<file path="config.mk">
export PLATFORM = sky130hd
export DESIGN_NAME = scan_decoder
export DESIGN_NICKNAME = d
export VERILOG_FILES = /design/src/rtl/scan_decoder_pkg.sv /design/src/rtl/scan_dwell_timer.sv /design/src/rtl/scan_decoder.sv
export SDC_FILE = /design/constraint.sdc
export NUM_CORES = 1
export LEC_CHECK = 0
export BUFFER_PORTS_ARGS = -buffer_cell sky130_fd_sc_hd__buf_2
export CAP_MARGIN = 40
export CORE_ASPECT_RATIO = 0.75
export CORE_MARGIN = 2
export CORE_UTILIZATION = 51
export DETAILED_ROUTE_END_ITERATION = 8
export PLACE_DENSITY = 0.82
export SYNTH_ARGS = -nofsm -noshare
export SYNTH_HDL_FRONTEND = slang
export SYNTH_HIERARCHICAL = 1
export SYNTH_SLANG_ARGS = --single-unit
</file>
<file path="constraint.sdc">
create_clock -name clk -period 2.94 [get_ports clk]
set_input_delay 0.441 -clock clk [delete_from_list [all_inputs] [get_ports clk]]
set_output_delay 0.441 -clock clk [all_outputs]
set_load 0.01 [all_outputs]
</file>
<file path="src/rtl/scan_decoder_pkg.sv">
// ============================================================================
// scan_decoder_pkg : state encoding and mode constants for scan_decoder
// Revision 1.0
// ============================================================================
`default_nettype none

package scan_decoder_pkg;

  typedef enum logic [1:0] {
    IDLE   = 2'd0,
    DIRECT = 2'd1,
    SCAN   = 2'd2
  } state_t;

  localparam logic MODE_DIRECT = 1'b0;
  localparam logic MODE_SCAN   = 1'b1;

endpackage

`default_nettype wire

</file>
<file path="src/rtl/scan_dwell_timer.sv">
// ============================================================================
// scan_dwell_timer : down-counter that sets how long each scan index is held
// Revision 1.0
// ============================================================================
`default_nettype none

module scan_dwell_timer #(
  parameter int DWELL_W = 8
) (
  input  logic               clk,
  input  logic               rst_n,
  input  logic               clr,
  input  logic               load,
  input  logic               tick,
  input  logic [DWELL_W-1:0] load_val,
  output logic               expire
);

  logic [DWELL_W-1:0] count;

  // load wins over tick so an advance can reload in the same cycle it expires
  always_ff @(posedge clk) begin
    if (!rst_n || clr) begin
      count <= '0;
    end else if (load) begin
      count <= load_val;
    end else if (tick && (count != '0)) begin
      count <= count - 1'b1;
    end
  end

  assign expire = (count == '0);

endmodule

`default_nettype wire

</file>
<file path="src/rtl/scan_decoder.sv">
// ============================================================================
// scan_decoder : registered IN_W-to-2^IN_W decoder with direct and auto-scan modes
// Revision 1.0
// ============================================================================
`default_nettype none

module scan_decoder
  import scan_decoder_pkg::*;
#(
  parameter  int IN_W    = 4,
  parameter  int DWELL_W = 8,
  localparam int OUT_W   = 2**IN_W
) (
  input  logic               clk,
  input  logic               rst_n,
  input  logic               en,
  input  logic               mode,
  input  logic               in_valid,
  output logic               in_ready,
  input  logic [IN_W-1:0]    addr,
  input  logic [DWELL_W-1:0] dwell,
  output logic [OUT_W-1:0]   out_onehot,
  output logic               out_valid,
  output logic [IN_W-1:0]    cur_addr,
  output logic               wrap
);

  state_t            state;
  state_t            state_nx;
  logic [IN_W-1:0]   cur_nx;
  logic              valid_nx;
  logic              wrap_nx;
  logic              tmr_load;
  logic              tmr_tick;
  logic              tmr_clr;
  logic              tmr_expire;

  assign in_ready = rst_n && en && (mode == MODE_DIRECT) && (state == DIRECT);
  assign tmr_clr  = (state_nx != SCAN);

  scan_dwell_timer #(
    .DWELL_W (DWELL_W)
  ) u_timer (
    .clk      (clk),
    .rst_n    (rst_n),
    .clr      (tmr_clr),
    .load     (tmr_load),
    .tick     (tmr_tick),
    .load_val (dwell),
    .expire   (tmr_expire)
  );

  always_comb begin
    state_nx = IDLE;
    cur_nx   = '0;
    valid_nx = 1'b0;
    wrap_nx  = 1'b0;
    tmr_load = 1'b0;
    tmr_tick = 1'b0;
    if (en) begin
      if (mode == MODE_DIRECT) begin
        state_nx = DIRECT;
        // entering DIRECT leaves outputs cleared until the first handshake
        if (state == DIRECT) begin
          cur_nx   = cur_addr;
          valid_nx = out_valid;
          if (in_valid && in_ready) begin
            cur_nx   = addr;
            valid_nx = 1'b1;
          end
        end
      end else begin
        state_nx = SCAN;
        valid_nx = 1'b1;
        if (state != SCAN) begin
          tmr_load = 1'b1;
        end else if (tmr_expire) begin
          tmr_load = 1'b1;
          cur_nx   = cur_addr + 1'b1;
          wrap_nx  = &cur_addr;
        end else begin
          tmr_tick = 1'b1;
          cur_nx   = cur_addr;
        end
      end
    end
  end

  always_ff @(posedge clk) begin
    if (!rst_n) begin
      state      <= IDLE;
      cur_addr   <= '0;
      out_valid  <= 1'b0;
      wrap       <= 1'b0;
      out_onehot <= '0;
    end else begin
      state      <= state_nx;
      cur_addr   <= cur_nx;
      out_valid  <= valid_nx;
      wrap       <= wrap_nx;
      out_onehot <= valid_nx ? (OUT_W'(1) << cur_nx) : '0;
    end
  end

endmodule

`default_nettype wire

</file>
==> flow_summary.toml, run 1 <==
[critical_path]
required_ns = 3.13
worstSetupStartpointType = "register"
cp_top_family = "simple AND/OR/NAND/NOR gates"
cpPeakStageDelay_ns = 0.36
worstSetupPathType = "register to register"
slowest_stage = "a221oi_1"
cp-end-kind = "register"
r2r_slack_ns = 0.41
crit_buf_inv = 1
critPathMaxFanout = 9
worstPathCellList = "inv_1 > ha_1 > nor3b_1 > and2_2 > and2_1 > o22ai_1 > a221oi_1 > nand2_1 > nor3_1"
cp_data_arrival_time_ns = 2.72
reg2regPathDepth = 9
reg2reg_to = "out_onehot[10]"
r2r-start = "u_timer/count[0]"

[clock_tree]
cts_buffer_depth = 2
cts_setup_buffers = 0
cts_sinks = 32
cts_tree = "done"
numCtsBuffers = 5
cts_root_buf = "clkbuf_8"
worstSkewPairLatency_ns = 0.28
clkTransAtPathRegs_ns = 0.07
cts_hold_buf = 0
cts_max_level = 2
post_cts_resize_count = 0

[place]
portBuffers = 39
dpl.hpwl_um = 2500
placed_cells = 222
gp_congestion = 0.872
dpl_cell_area_mm2 = 0.00166

[sta]
fin_tns_setup_ns = 0
finalSetupViolCount = 0
period_share_pct = 86.1
rsz0062_at_grt = "false"
fin_skew_ns = 0.00717
period_minus_slack_ns = 2.53
timing.final.hold_violations = 0
maxSlewHeadroom_pct = 61.4
worst_pin_slew_ns = 0.579
slew_violations = 0
clock.fmax_mhz = 395

[run_status]
status = "completed"

[detailed_routing]
num_vias = 1317
route.detailed.wl_per_inst_um = 14.6
wirelength_um = 3350
drtAntennaViolNets = 0
dr.pass1.iters = 4
drc_errors = 0
avgViaCountPerCell = 5.73
drt_iter0_drc = 52

[power_and_ir_drop]
p_sw_share_pct = 21.3
internal-power_w = 0.000715
pwr-share-clk_pct = 44.6
combPwrFrac_pct = 6.6
ir_drop_mv = 0.325
power_density_mw_per_mm2 = 514
power.switching_w = 0.000194
p_leak_nw = 0.733
seqPwrFrac_pct = 48.7

[logic_synthesis]
synth_top_area_share_pct = 44.3
synth_largest_area_cell = "dfxtp_1"
synthCells = 152
synth_nets = 172
async_flop_share_pct = 0
synth_seq_area_share_pct = 44.3
synth_cell_type_count = 41
synth-edff-count = 0
syn_area_mm2 = 0.00145
yosysMostFrequentCell = "dfxtp_1"
yosys_warnings = 6
synthFlopType = "dfxtp_1"
synth.area.top_cells = "dfxtp_1, nor3_1, nor3b_1"
synth_common_cells = "dfxtp_1, nor3_1, nor2_1"
avgSynthCellArea_um2 = 9.51
synth_seq_cells = 32

[grt]
grt_pass1_vias = 1249
track_usage_pct = 22.1
grt_pass1_wl_um = 5570
antenna_found_initial = 0
grt_overflow = 0
grt_start_max_net_pins = 14

[worst_hold_path]
holdPathEnd = "u_timer/count[1]"
hold_depth = 3
hold_class = "input port to register"
min_from = "dwell[1]"

[final_layout]
drive_gt1_share_pct = 29.9
diodes = 0
nets = 213
area_delta_synth_final_pct = 22.4
final_cells = 230
n_fill_cell = 228
design_area_mm2 = 0.00177

[floorplan]
core-area_mm2 = 0.00264
die_y_um = 50.1
initial_core_util_pct = 54.7
dieArea_mm2 = 0.00328
die_w_um = 65.5
io_pins = 40
rows = 16

[job]
drv_cap = 0
[cells by family (layout without fill, tap and decap cells)]
kind of cell	after synthesis	after routing	synth area share, %
AO/OA/AOI/OAI	23	23	12.2
XOR/XNOR	2	2	1.21
adder cells (fa/ha/maj)	3	3	2.60
buffers and inverters	11	53	3.46
flip-flops	32	32	44.3
multiplexers	3	3	2.08
AND/OR/NAND/NOR	78	78	34.1
[power by group through the flow]
stage                     Combinational [W]  Sequential, W  Clock, W
after CTS                         0.0000596       0.000443  0.000410
after global routing              0.0000659       0.000443  0.000433
after floorplan                   0.0000355       0.000452         0
after global placement            0.0000570       0.000452         0
after detailed placement          0.0000595       0.000452         0
final                             0.0000604       0.000443  0.000406
[worst max-delay path by stage]
stage / startpoint / endpoint / slack [ns] / depth (start not counted)
after floorplan: u_timer/count[0] / out_onehot[0] / 0.57 / 10
after global placement: u_timer/count[0] / out_onehot[3] / 0.61 / 9
after detailed placement: u_timer/count[0] / out_onehot[10] / 0.47 / 9
after CTS: u_timer/count[0] / out_onehot[10] / 0.45 / 9
after global routing: u_timer/count[0] / out_onehot[13] / 0.18 / 9
final: u_timer/count[0] / out_onehot[10] / 0.41 / 9
[state kept, by name, indices dropped and copies added, names as in the netlist]
| name | count |
|---|---|
| out_valid | 1 |
| wrap | 1 |
| u_timer/count | 8 |
| cur_addr | 4 |
| state | 2 |
| out_onehot | 16 |
[cell type report]
class                           count  area, µm²  area share (%)
Clock buffer                        6       72.6            4.10
Clock inverter                      2       35.0            1.98
Inverter                            5       18.8            1.06
Multi-Input combinational cell    109        754            42.6
Sequential cell                    32        641            36.2
Tap cell                           36       45.0            2.55
Timing Repair Buffer               40        203            11.5
[through the flow]
stage	total power, W	utilization [%]	worst slack [ns]	hold slack [ns]
2_1_floorplan	0.000488	-	0.575	0.516
3_3_place_gp	0.000509	62.9	0.613	0.504
3_5_place_dp	0.000512	62.9	0.466	0.515
4_1_cts	0.000912	67.0	0.449	0.417
5_1_grt	0.000942	67.0	0.180	0.419
6_report	0.000909	67.0	0.409	0.414
[layout by cell type (no fill, tap or decap), types with 2 or more instances in the layout]
cell type / n
buf_2: 39
dfxtp_1: 32
nor3_1: 16
nor2_1: 10
nand2_1: 9
and2_1: 6
nor3b_1: 6
inv_1: 5
a21oi_1: 5
clkbuf_8: 5
a211oi_1: 5
and4_1: 4
nor3_2: 4
nor2b_1: 3
mux2i_1: 3
o22ai_1: 3
nand2b_1: 3
nand3_1: 3
ha_1: 3
nor4_1: 3
nand4b_1: 2
o221ai_1: 2
a221o_1: 2
a221oi_1: 2
[layer usage]
| layer | global-route usage, % | share of wire (%) |
|---|---|---|
| met2 | 32.8 | 46 |
| met5 | 0 | 0 |
| met3 | 5.71 | 7.4 |
| met1 | 30.1 | 45 |
| met4 | 10.1 | 1.5 |
[worst reg2reg max path, stage by stage, from the launching register on]
cell      delay (ns)
dfxtp_1         0.35
inv_1           0.10
ha_1            0.20
nor3b_1         0.32
and2_2          0.30
and2_1          0.15
o22ai_1         0.08
a221oi_1        0.36
nand2_1         0.31
nor3_1          0.28
Power figures use the tool's default switching activity.
==> run 2: changes to the inputs <==
Settings changed: ABC_AREA set to 1, CORE_UTILIZATION 51 to 52.
==> run 2 against run 1 <==
Synthesized area rose by 11%. Maximum frequency rose by 25%. Sequential share of layout area decreased by 3.3 points. Utilization is 0.71 points lower. Cell area is 9.9% higher. Register-to-register slack better by 0.50 ns. Routed wire length increased by 1.4%. Sequential cell count did not move. Critical path depth up 1. Via count is 14% higher. Hold slack improved by 0.025 ns. Largest cell class unchanged. Largest power group unchanged.
==> flow_summary.toml, run 2 <==
[run_status]
status = "completed"

[floorplan]
die_w_um = 68.2
dieArea_mm2 = 0.00356
rows = 17
initial_core_util_pct = 54.8
core-area_mm2 = 0.00294
die_y_um = 52.2
io_pins = 40

[logic_synthesis]
synth_nets = 235
synth_top_area_share_pct = 39.8
synth_cell_type_count = 28
synth_largest_area_cell = "dfxtp_1"
synth.area.top_cells = "dfxtp_1, nand2_1, nand3_1"
yosysMostFrequentCell = "nand2_1"
synth-edff-count = 0
synthCells = 215
synthFlopType = "dfxtp_1"
avgSynthCellArea_um2 = 7.48
yosys_warnings = 6
synth_seq_cells = 32
syn_area_mm2 = 0.00161
synth_common_cells = "nand2_1, dfxtp_1, nor2_1"
synth_seq_area_share_pct = 39.8
async_flop_share_pct = 0

[clock_tree]
cts_buffer_depth = 2
cts_tree = "done"
cts_sinks = 32
worstSkewPairLatency_ns = 0.28
cts_root_buf = "clkbuf_8"
post_cts_resize_count = 0
cts_hold_buf = 0
numCtsBuffers = 5
clkTransAtPathRegs_ns = 0.07
cts_setup_buffers = 0
cts_max_level = 2

[place]
portBuffers = 39
gp_congestion = 0.904
dpl.hpwl_um = 2600
dpl_cell_area_mm2 = 0.00184

[final_layout]
diodes = 0
area_delta_synth_final_pct = 20.8
nets = 278
n_fill_cell = 236
final_cell_mix = "nand2_1, buf_2, dfxtp_1"
mostFrequentLayoutCell = "nand2_1"
design_area_mm2 = 0.00194
largest_register_ffs = 16
reg_top3 = "out_onehot: 16 flops, u_timer/count: 8 flops, cur_addr: 4 flops"
drive_gt1_share_pct = 30.9
largest_register = "out_onehot"

[job]
drv_cap = 0

[worst_hold_path]
hold_class = "input port to register"

[critical_path]
cp-end-kind = "register"
critPathMaxFanout = 16
cpMostUsedCell = "inv_1"
worstSetupStartpointType = "register"
worstSetupPathType = "register to register"
cp_data_arrival_time_ns = 2.19
worstPathCellList = "inv_1 > ha_1 > nand4_1 > inv_1 > o21bai_1 > inv_1 > inv_2 > or2_2 > nand3_1 > a21oi_1"
slowest_stage = "dfxtp_1"
required_ns = 3.10
cpPeakStageDelay_ns = 0.32

[grt]
antenna_found_initial = 0
grt_pass1_wl_um = 5600
grt_overflow = 0
grt_start_max_net_pins = 17
grt_pass1_vias = 1255
track_usage_pct = 21.7

[power_and_ir_drop]
ir_drop_mv = 0.364
seqPwrFrac_pct = 47.3
pwr-share-clk_pct = 44.0
power.switching_w = 0.000216
internal-power_w = 0.000718
power_density_mw_per_mm2 = 481
p_sw_share_pct = 23.2
p_leak_nw = 0.913
combPwrFrac_pct = 8.7

[detailed_routing]
drc_errors = 0
wirelength_um = 3400
drtAntennaViolNets = 0
num_vias = 1502
drt_iter0_drc = 84
route.detailed.wl_per_inst_um = 11.4
dr.pass1.iters = 5
avgViaCountPerCell = 5.06

[sta]
slew_violations = 0
period_share_pct = 69.0
rsz0062_at_grt = "false"
maxSlewHeadroom_pct = 76.6
timing.final.hold_violations = 0
fin_skew_ns = 0.00744
fin_tns_setup_ns = 0
worst_pin_slew_ns = 0.348
clock.fmax_mhz = 493
finalSetupViolCount = 0
period_minus_slack_ns = 2.03
-- run 2: changes by cell type in the layout (fill, tap and decap cells not counted), moves of 7 or more --
cell / previous run / this run
nand3_1: 3 / 28
nor3_1: 16 / 1
nand2_2: 0 / 7
nor2_1: 10 / 30
inv_2: 0 / 7
inv_1: 5 / 19
nand2_1: 9 / 43
-- run 2: area by class of cell --
| type | instances | area (µm²) | share of cell area, % |
|---|---|---|---|
| Clock buffer | 6 | 72.6 | 3.73 |
| Clock inverter | 2 | 35.0 | 1.80 |
| Inverter | 26 | 97.6 | 5.02 |
| Multi-Input combinational cell | 154 | 856 | 44.0 |
| Sequential cell | 32 | 641 | 32.9 |
| Tap cell | 38 | 47.5 | 2.45 |
| Timing Repair Buffer | 39 | 195 | 10.0 |
-- run 2: power groups by stage --
stage | sequential (W) | combinational (W) | clock [W]
floorplan | 0.000451 | 0.0000563 | 0
global placement | 0.000451 | 0.0000789 | 0
detailed placement | 0.000451 | 0.0000802 | 0
CTS | 0.000442 | 0.0000813 | 0.000415
global route | 0.000442 | 0.0000913 | 0.000434
finish | 0.000442 | 0.0000816 | 0.000411
-- run 2: layer usage --
| layer | vias to the layer above | track usage, % | routed length, µm |
|---|---|---|---|
| met3 | 4 | 5.16 | 240 |
| met4 | 0 | 10.0 | 38 |
| li1 | 785 | - | - |
| met2 | 59 | 31.2 | 1450 |
| met5 | - | 0 | 0 |
| met1 | 654 | 30.5 | 1670 |
-- run 2: logic make-up after synthesis --
| group | Yosys count | synth area share (%) |
|---|---|---|
| AOI/OAI and AO/OA | 18 | 8.94 |
| xor gates and xnor gates | 1 | 0.544 |
| adders and majority gates | 3 | 2.33 |
| buffers and inverters | 29 | 7.00 |
| DFF | 32 | 39.8 |
| and+or+nand+nor | 132 | 41.4 |
-- run 2: path summary, 6_finish.rpt --
path / start / to / slack (ns) / depth (start not counted)
max: u_timer/count[0] / u_timer/count[6] / 0.91 / 10
min: mode / state[0] / 0.44 / 2
max reg2reg: u_timer/count[0] / u_timer/count[6] / 0.91 / 10
min reg2reg: u_timer/count[0] / u_timer/count[0] / 0.50 / 2
-- run 2: metrics by stage --
stage / total power, W / hold slack (ns) / setup WS, ns / std cells / utilization, %
4_1_cts: 0.000938 / 0.429 / 0.918 / 297 / 66.2
2_1_floorplan: 0.000508 / 0.472 / 1.11 / 215 / -
3_3_place_gp: 0.000530 / 0.490 / 0.999 / 289 / 62.6
3_5_place_dp: 0.000531 / 0.492 / 0.916 / 289 / 62.6
6_report: 0.000934 / 0.439 / 0.912 / 297 / 66.2
5_1_grt: 0.000967 / 0.445 / 0.724 / 297 / 66.2
-- run 2: worst max-delay path, delay by kind of cell (launching register included) --
kind	cells	cell delay (ns)
buf+inv	4	0.74
flops	1	0.32
simple gates	3	0.51
fa+ha+maj	1	0.18
compound gates	2	0.16
==> run 3: changes to the inputs <==
Settings changed: CORE_UTILIZATION 52 to 47, PLACE_DENSITY 0.82 to 0.79.
Clock period 2.94 ns to 1.85 ns, I/O delays scaled along.
==> run 3 against run 2 <==
Total power increased by 60%. First-iteration DRC count is 25% lower. Utilization down 4.5 points. Sequential cell count stayed put. Critical path depth stayed put. Critical endpoint is now u_timer/count[5].
==> flow_summary.toml, run 3 (same netlist as run 2, synthesis figures left out) <==
[detailed_routing]
top_layer = "met4"
dr_wl_met2_um = 1500
route.detailed.wl_per_inst_um = 11.7
drt_iter0_drc = 63
drt-met1-wl_um = 1820
wirelength_um = 3590
drc_errors = 0
avgViaCountPerCell = 4.97
dr.pass1.iters = 4
num_vias = 1527
drtAntennaViolNets = 0
met3_length_um = 216

[place]
gp_congestion = 0.878
portBuffers = 39
dpl.hpwl_um = 2690

[sta]
whs_ns = 0.273
maxSlewHeadroom_pct = 75.0
fin_skew_ns = 0.00809
clock.fmax_mhz = 585
period_share_pct = 92.3
finalSetupViolCount = 0
worst_pin_slew_ns = 0.373
timing.final.hold_violations = 0
fin_tns_setup_ns = 0
period_minus_slack_ns = 1.71
slew_violations = 0
rsz0062_at_grt = "false"

[clock_tree]
cts_buffer_depth = 2
numCtsBuffers = 5
worstSkewPairLatency_ns = 0.28
cts_tree = "done"
cts_root_buf = "clkbuf_8"
cts_sinks = 32
cts_hold_buf = 0
cts_max_level = 2
clkTransAtPathRegs_ns = 0.06

[critical_path]
slowest_stage = "dfxtp_1"
cp_top_family = "buffers and inverters"
r2r_slack_ns = 0.14
setup.worst_path.end = "u_timer/count[5]"
critPathLaunch = "u_timer/count[1]"
crit_buf_inv = 4
r2r-start = "u_timer/count[1]"
worstSetupStartpointType = "register"
worstPathCellList = "inv_1 > ha_1 > nand4_1 > inv_2 > buf_4 > nor2_2 > o21ai_4 > buf_4 > nand3_1 > a21oi_1"
cpPeakStageDelay_ns = 0.37
reg2regPathDepth = 10
cp_data_arrival_time_ns = 1.86
reg2reg_to = "u_timer/count[5]"
worstSetupPathType = "register to register"
cp-end-kind = "register"
worstSetupPathDepth = 10
critPathMaxFanout = 6
required_ns = 2.00
cpMostUsedCell = "buf_4"

[final_layout]
area_delta_synth_final_pct = 26.2
final_cell_mix = "nand2_1, buf_2, dfxtp_1"
nets = 286
n_fill_cell = 297
diodes = 0
largest_register_ffs = 16
reg_top3 = "out_onehot: 16 flops, u_timer/count: 8 flops, cur_addr: 4 flops"
largest_register = "out_onehot"
drive_gt1_share_pct = 34.8
mostFrequentLayoutCell = "nand2_1"

[power_and_ir_drop]
p_sw_share_pct = 23.1
seqPwrFrac_pct = 46.9
power_density_mw_per_mm2 = 737
combPwrFrac_pct = 9.6
ir_drop_mv = 0.496
internal-power_w = 0.00115
power.switching_w = 0.000345
pwr-share-clk_pct = 43.6
p_leak_nw = 0.967

[floorplan]
initial_core_util_pct = 48.9
rows = 18
dieArea_mm2 = 0.00391
core-area_mm2 = 0.00329
die_y_um = 54.7
die_w_um = 71.6
io_pins = 40

[grt]
track_usage_pct = 19.8
antenna_found_initial = 0
grt_start_max_net_pins = 14
grt_pass1_vias = 1259
grt_overflow = 0
grt_pass1_wl_um = 5800

[worst_hold_path]
hold_class = "input port to register"

[job]
drv_cap = 0

[run_status]
status = "completed"
## run 3: layout make-up
| type | instances | area, µm² | area share [%] |
|---|---|---|---|
| Clock buffer | 6 | 72.6 | 3.57 |
| Multi-Input combinational cell | 154 | 877 | 43.2 |
| Sequential cell | 32 | 641 | 31.5 |
| Timing Repair Buffer | 47 | 255 | 12.6 |
| Tap cell | 40 | 50.0 | 2.46 |
| Inverter | 26 | 100 | 4.93 |
| Clock inverter | 2 | 35.0 | 1.73 |
## run 3: how the worst min path moves through the flow
| stage | from | endpoint | slack, ns | cells after the start |
|---|---|---|---|---|
| after floorplan | mode | state[0] | 0.37 | 1 |
| after global placement | u_timer/count[0] | u_timer/count[0] | 0.49 | 2 |
| after detailed placement | u_timer/count[0] | u_timer/count[0] | 0.49 | 2 |
| after CTS | mode | state[0] | 0.27 | 2 |
| after global routing | mode | state[0] | 0.27 | 2 |
| final | mode | state[0] | 0.27 | 2 |
## run 3: worst reg2reg max path, delay by kind of cell (launching register included)
kind	cells	cell delay [ns]
simple gates	3	0.37
compound gates	2	0.19
flops	1	0.37
fa+ha+maj	1	0.19
buf+inv	4	0.46
## run 3: per-layer routing
layer  vias up  global-route usage [%]
met2        40                    26.5
li1        798                       -
met4         0                    8.49
met1       683                    29.0
met3         6                    5.71
met5         -                       0
## run 3: through the flow
stage	cells	util, %	total power (W)	setup WS, ns	cell area, µm²
after detailed placement	297	57.3	0.000856	0.0376	1880
after floorplan	215	-	0.000807	0.0239	1610
after global routing	307	61.8	0.00156	0.0115	2030
after global placement	297	57.3	0.000853	0.0998	1880
final	307	61.8	0.00150	0.142	2030
after CTS	305	60.6	0.00149	0.0204	1990
## run 3: power by group through the flow
stage	clock network, W	logic [W]	registers (W)
2_1_floorplan	0	0.0000894	0.000717
3_3_place_gp	0	0.000136	0.000717
3_5_place_dp	0	0.000139	0.000717
4_1_cts	0.000653	0.000140	0.000702
5_1_grt	0.000697	0.000164	0.000702
6_report	0.000652	0.000143	0.000702
## run 3: repair_timing
item	CTS	global route
resized for setup	0	11
setup endpoints to repair	0	25
buffers inserted	0	2
